File: src/rtl/sram_arb_pkg.sv
// Shared constants and helpers for the sram_arb2 two-port SRAM arbiter.
package sram_arb_pkg;

  localparam logic PORT_A = 1'b0;
  localparam logic PORT_B = 1'b1;

  localparam int unsigned MACRO_DEPTH = 512;
  localparam int unsigned BYTE_W      = 8;

  // Active-high byte strobe to the macro's active-low per-bit write enables.
  function automatic logic [BYTE_W-1:0] strb_to_wen(input logic strb);
    return {BYTE_W{~strb}};
  endfunction

endpackage

File: src/rtl/sram_arb_rr2.sv
// Two-way grant logic. SRAM_ARB_RR_EN selects round robin with a pointer
// register; otherwise port A has fixed priority and no state is kept.
module sram_arb_rr2
  import sram_arb_pkg::*;
(
`ifdef SRAM_ARB_RR_EN
  input  logic       clk,
  input  logic       rst,
`endif
  input  logic [1:0] i_req,
  output logic [1:0] o_gnt
);

`ifdef SRAM_ARB_RR_EN
  logic r_ptr;  // port that wins the next conflict

  always_comb begin
    // NOTE: default every output first so no path leaves it unassigned (no latch).
    o_gnt = '0;
    if (i_req[PORT_A] && (!i_req[PORT_B] || r_ptr == PORT_A))
      o_gnt[PORT_A] = 1'b1;
    else if (i_req[PORT_B])
      o_gnt[PORT_B] = 1'b1;
  end

  // NOTE: sequential state uses non-blocking assignments only.
  always_ff @(posedge clk or posedge rst) begin
    if (rst)
      r_ptr <= PORT_A;
    else if (o_gnt[PORT_A])
      r_ptr <= PORT_B;
    else if (o_gnt[PORT_B])
      r_ptr <= PORT_A;
  end
`else
  assign o_gnt[PORT_A] = i_req[PORT_A];
  assign o_gnt[PORT_B] = i_req[PORT_B] & ~i_req[PORT_A];
`endif

endmodule

File: src/rtl/sram_arb2.sv
// Two-port arbiter/sequencer for a bank of ganged gf180mcu 512x8 SRAM macros.
// Define SRAM_ARB_RR_EN for round-robin arbitration; default is fixed A priority.
module sram_arb2
  import sram_arb_pkg::*;
#(
  parameter  int N_MACROS = 4,
  parameter  int ADDR_W   = $clog2(MACRO_DEPTH),
  localparam int W        = BYTE_W * N_MACROS
) (
  input  logic                clk,
  input  logic                rst,

  input  logic                a_valid,
  output logic                a_ready,
  input  logic                a_write,
  input  logic [ADDR_W-1:0]   a_addr,
  input  logic [N_MACROS-1:0] a_wstrb,
  input  logic [W-1:0]        a_wdata,
  output logic                a_rsp_valid,
  output logic [W-1:0]        a_rdata,

  input  logic                b_valid,
  output logic                b_ready,
  input  logic                b_write,
  input  logic [ADDR_W-1:0]   b_addr,
  input  logic [N_MACROS-1:0] b_wstrb,
  input  logic [W-1:0]        b_wdata,
  output logic                b_rsp_valid,
  output logic [W-1:0]        b_rdata,

  output logic                sram_cen,
  output logic                sram_gwen,
  output logic [W-1:0]        sram_wen,
  output logic [ADDR_W-1:0]   sram_addr,
  output logic [W-1:0]        sram_d,
  input  logic [W-1:0]        sram_q
);

  logic [1:0]          w_req;
  logic [1:0]          w_gnt;
  logic                w_any_gnt;
  logic                w_write;
  logic [ADDR_W-1:0]   w_addr;
  logic [N_MACROS-1:0] w_wstrb;
  logic [W-1:0]        w_wdata;
  logic [W-1:0]        w_wen;
  logic [1:0]          r_rsp_own;

  assign w_req[PORT_A] = a_valid;
  assign w_req[PORT_B] = b_valid;

  sram_arb_rr2 u_arb (
`ifdef SRAM_ARB_RR_EN
    .clk   (clk),
    .rst   (rst),
`endif
    .i_req (w_req),
    .o_gnt (w_gnt)
  );

  assign a_ready   = w_gnt[PORT_A];
  assign b_ready   = w_gnt[PORT_B];
  assign w_any_gnt = |w_gnt;

  // Port A's request drives the macro pins unless B holds the grant.
  always_comb begin
    w_write = a_write;
    w_addr  = a_addr;
    w_wstrb = a_wstrb;
    w_wdata = a_wdata;
    if (w_gnt[PORT_B]) begin
      w_write = b_write;
      w_addr  = b_addr;
      w_wstrb = b_wstrb;
      w_wdata = b_wdata;
    end
  end

  always_comb begin
    w_wen = '1;
    if (w_any_gnt && w_write)
      for (int i = 0; i < N_MACROS; i++)
        w_wen[i*BYTE_W +: BYTE_W] = strb_to_wen(w_wstrb[i]);
  end

  assign sram_cen  = ~w_any_gnt;
  assign sram_gwen = ~(w_any_gnt & w_write);
  assign sram_wen  = w_wen;
  assign sram_addr = w_addr;
  assign sram_d    = w_wdata;

  // Remembers who owns the macro output in the cycle after a grant.
  always_ff @(posedge clk or posedge rst) begin
    if (rst)
      r_rsp_own <= '0;
    else
      r_rsp_own <= w_gnt;
  end

  assign a_rsp_valid = r_rsp_own[PORT_A];
  assign b_rsp_valid = r_rsp_own[PORT_B];
  assign a_rdata     = sram_q;
  assign b_rdata     = sram_q;

endmodule

File: config.mk
export PLATFORM = sky130hd
export DESIGN_NAME = sram_arb2
export DESIGN_NICKNAME = d
export VERILOG_FILES = /design/src/rtl/sram_arb_pkg.sv /design/src/rtl/sram_arb_rr2.sv /design/src/rtl/sram_arb2.sv
export SDC_FILE = /design/constraint.sdc
export NUM_CORES = 1
export LEC_CHECK = 0
export ABC_AREA = 1
export CAP_MARGIN = 20
export CORE_AREA = 2 2 104 106
export CTS_CLUSTER_DIAMETER = 120
export DETAILED_ROUTE_END_ITERATION = 10
export DIE_AREA = 0 0 106 108
export SETUP_SLACK_MARGIN = 0.3
export SLEW_MARGIN = 20
export SYNTH_ARGS = -nofsm -noshare
export SYNTH_HDL_FRONTEND = slang
export SYNTH_SLANG_ARGS = --single-unit
File: constraint.sdc
create_clock -name clk -period 3.74 [get_ports clk]
set_input_delay 1.122 -clock clk [delete_from_list [all_inputs] [get_ports clk]]
set_output_delay 1.122 -clock clk [all_outputs]
set_load 0.01 [all_outputs]
==> flow_results.xml <==
<?xml version="1.0" encoding="UTF-8"?>
<metrics>
  <group name="run_status">
    <metric name="result_of_the_run" unit="">finished, final reports clean</metric>
  </group>
  <group name="floorplan">
    <metric name="fp.dieArea" unit="µm²">11400</metric>
    <metric name="die_w" unit="µm">106</metric>
    <metric name="placement_rows" unit="">37</metric>
    <metric name="num_io_pins" unit="">271</metric>
    <metric name="core_area" unit="µm²">10200</metric>
    <metric name="initial_core_util" unit="">0.145</metric>
    <metric name="die_y" unit="µm">108</metric>
  </group>
  <group name="pwr">
    <metric name="leakage" unit="nW">1.41</metric>
    <metric name="irDropWorstVdd" unit="V">0.0000545</metric>
    <metric name="powerDensity" unit="nW/µm²">161</metric>
  </group>
  <group name="clock_network">
    <metric name="cts-root-buf" unit="">clkbuf_8</metric>
    <metric name="cts.path.max_buffers" unit="">2</metric>
    <metric name="cts_max_level" unit="">1</metric>
    <metric name="clkSinkCount" unit="">2</metric>
    <metric name="clkSlewWorstSetupHoldPaths" unit="ns">0.03</metric>
    <metric name="cts_hold_buffers_added" unit="">0</metric>
    <metric name="cts_buffers" unit="">3</metric>
    <metric name="tritoncts" unit="">done</metric>
  </group>
  <group name="global_route">
    <metric name="grt_pass1_wl" unit="µm">8610</metric>
    <metric name="antenna_found_initial" unit="">0</metric>
    <metric name="first_global_vias" unit="">1825</metric>
    <metric name="grt.total_usage" unit="">0.0941</metric>
    <metric name="overflow" unit="">0</metric>
    <metric name="grt_max_degree" unit="">22</metric>
  </group>
  <group name="layout">
    <metric name="nNetsFinal" unit="">479</metric>
    <metric name="multi_input_area" unit="µm²">654</metric>
    <metric name="syn2layout_area_growth" unit="%">80.7</metric>
    <metric name="layout.cells.most_common_list" unit="">nand2_1 (112), clkdlybuf4s50_1 (99), clkbuf_2 (49)</metric>
    <metric name="filler_cell_count" unit="">1162</metric>
    <metric name="final_layout_size_suffix_gt1_frac" unit="">0.327</metric>
    <metric name="layout_commonest_cell" unit="">nand2_1</metric>
    <metric name="number_of_flip_flops_in_the_largest_register" unit="">2</metric>
    <metric name="num_antenna_cells" unit="">0</metric>
    <metric name="register_area" unit="µm²">50.0</metric>
    <metric name="final_design_area_no_fill" unit="µm²">2680</metric>
    <metric name="regMostFlops" unit="">r_rsp_own</metric>
    <metric name="layout_top_registers" unit="">r_rsp_own (2)</metric>
  </group>
  <group name="setup_path">
    <metric name="worst-endpoint-required" unit="ns">2.62</metric>
    <metric name="crit_path_end_kind" unit="">primary output</metric>
    <metric name="worst_setup_path_start_kind" unit="">primary input</metric>
    <metric name="criticalPathCategory" unit="">in -&gt; out</metric>
    <metric name="worst_ep_arrival_time" unit="ns">2.45</metric>
    <metric name="critical_path_maximum_fanout" unit="">11</metric>
  </group>
  <group name="yosys">
    <metric name="synthesis.instances" unit="">252</metric>
    <metric name="post_syn_nets" unit="">380</metric>
    <metric name="largest_family_of_logic_cells_by_synthesized_area" unit="">buffers and inverters</metric>
    <metric name="yosys.area_share.xor_xnor" unit="">0</metric>
    <metric name="yosys-mux-area-fraction" unit="">0</metric>
    <metric name="syn_area" unit="µm²">1480</metric>
    <metric name="avgSynthCellArea" unit="µm²">5.88</metric>
    <metric name="post_synth_and_or_nand_nor_area_fraction" unit="">0.412</metric>
    <metric name="synth-compound-area-share" unit="">0</metric>
    <metric name="postSynthRegisterBits" unit="">2</metric>
    <metric name="synth_fa_ha_area_frac" unit="">0</metric>
    <metric name="yosysSeqAreaShare" unit="">0.0338</metric>
    <metric name="synth.lib_cells_used.distinct" unit="">12</metric>
    <metric name="yosys_warnings" unit="">0</metric>
  </group>
  <group name="placement">
    <metric name="place.detailed.hpwl" unit="µm">4310</metric>
    <metric name="io_buffers" unit="">174</metric>
    <metric name="gp_congestion" unit="">0.696</metric>
    <metric name="placed_area" unit="µm²">2630</metric>
    <metric name="place_ws" unit="ns">-0.244</metric>
  </group>
  <group name="drt">
    <metric name="post-route-drc-count" unit="">0</metric>
    <metric name="drt-met1-wl" unit="µm">2010</metric>
    <metric name="avgViaCountPerCell" unit="">3.63</metric>
    <metric name="ant_nets" unit="">0</metric>
    <metric name="postRouteWirelength" unit="µm">6010</metric>
    <metric name="drt_iter0_markers" unit="">91</metric>
    <metric name="vias" unit="">1762</metric>
    <metric name="wl_met2" unit="µm">3070</metric>
    <metric name="avgRoutedWirePerCell" unit="µm">12.4</metric>
    <metric name="met3_wirelength" unit="µm">789</metric>
    <metric name="top_layer_used" unit="">met4</metric>
    <metric name="drt-pass1-iter-count" unit="">4</metric>
  </group>
  <group name="timing">
    <metric name="post-route-period-util" unit="">0.956</metric>
    <metric name="final_critical_path_setup_slack" unit="ns">0.166</metric>
    <metric name="rsz0062_at_grt" unit="">true</metric>
    <metric name="hold-worst-slack" unit="ns">1.07</metric>
    <metric name="timing_worst_slew_pin_value" unit="ns">0.189</metric>
    <metric name="final_period_minus_worst_setup_slack" unit="ns">3.57</metric>
    <metric name="finalSetupViolations" unit="">0</metric>
    <metric name="worst_slew_margin_rel" unit="">0.874</metric>
    <metric name="hold_viol_final" unit="">0</metric>
    <metric name="max_freq" unit="GHz">0.280</metric>
    <metric name="maxSlewViolCount" unit="">0</metric>
  </group>
  <group name="min_path">
    <metric name="hp-class" unit="">in -&gt; async</metric>
  </group>
  <group name="job">
    <metric name="cap_violations" unit="">0</metric>
  </group>
</metrics>
[cell families (layout without fill, tap and decap cells)]
kind of cell	Yosys count	count (layout)
buf+inv	106	203
flops	2	2
simple gates	144	144
[critical path: stages]
cell and delay, ns:
dlygate4sd2_1 0.24, inv_2 0.08, nand2_8 0.09, bufbuf_16 0.28, nand2_1 0.05, nand2_1 0.06
clkdlybuf4s50_1 0.53
[repair_timing]
item,in CTS,in global routing
buffers inserted,8,5
gates resized for setup,109,131
cloned,4,0
endpoints found under the setup margin,77,66
pin swaps,3,1
[worst max-delay path by stage]
stage,start,to,slack (ns),cells past startpoint
2_1_floorplan,b_valid,sram_wen[10],0.77,5
3_3_place_gp,b_valid,sram_d[16],-0.21,6
3_5_place_dp,a_valid,sram_d[19],-0.24,7
4_1_cts,a_valid,sram_wen[18],0.07,8
5_1_grt,a_valid,sram_d[25],0.09,7
6_report,a_valid,sram_d[25],0.17,7
[layout make-up]
class                      instances  area share
tap                              136      0.0636
sequential                         2      0.0187
timing repair inverter             3      0.0145
multi-input combinational        144       0.244
timing repair buffer             193       0.632
clock buffer                       3      0.0154
inverter                           4      0.0117
[routing by layer]
layer / GRT usage / vias up
li1: - / 855
met1: 0.0911 / 756
met2: 0.186 / 131
met3: 0.0325 / 20
met4: 0.0301 / 0
met5: 0 / -
[synth_stat cells]
master | number | area (µm²)
buf_12 | 2 | 40.0
buf_6 | 2 | 22.5
nand2_2 | 19 | 119
inv_1 | 2 | 7.51
dfrtp_1 | 2 | 50.1
inv_2 | 1 | 3.75
buf_4 | 98 | 736
nor2_1 | 1 | 3.75
nand3_1 | 5 | 25.0
nand2_8 | 1 | 20.0
nand2_1 | 118 | 443
inv_8 | 1 | 11.3
[metrics by stage]
stage,TNS (ns),total power (W),instances,util
2_1_floorplan,0,0.000226,252,-
3_3_place_gp,-12.53,0.000356,465,0.257
3_5_place_dp,-14.81,0.000357,465,0.257
4_1_cts,0,0.000440,480,0.274
5_1_grt,0,0.000463,485,0.262
6_report,0,0.000431,485,0.262
[power by group]
group	switching [W]	internal (W)
clock network	0.0000160	0.0000680
registers	0.000000264	0.0000229
logic	0.000137	0.000186
No activity file was read; power rests on OpenSTA's default activity.
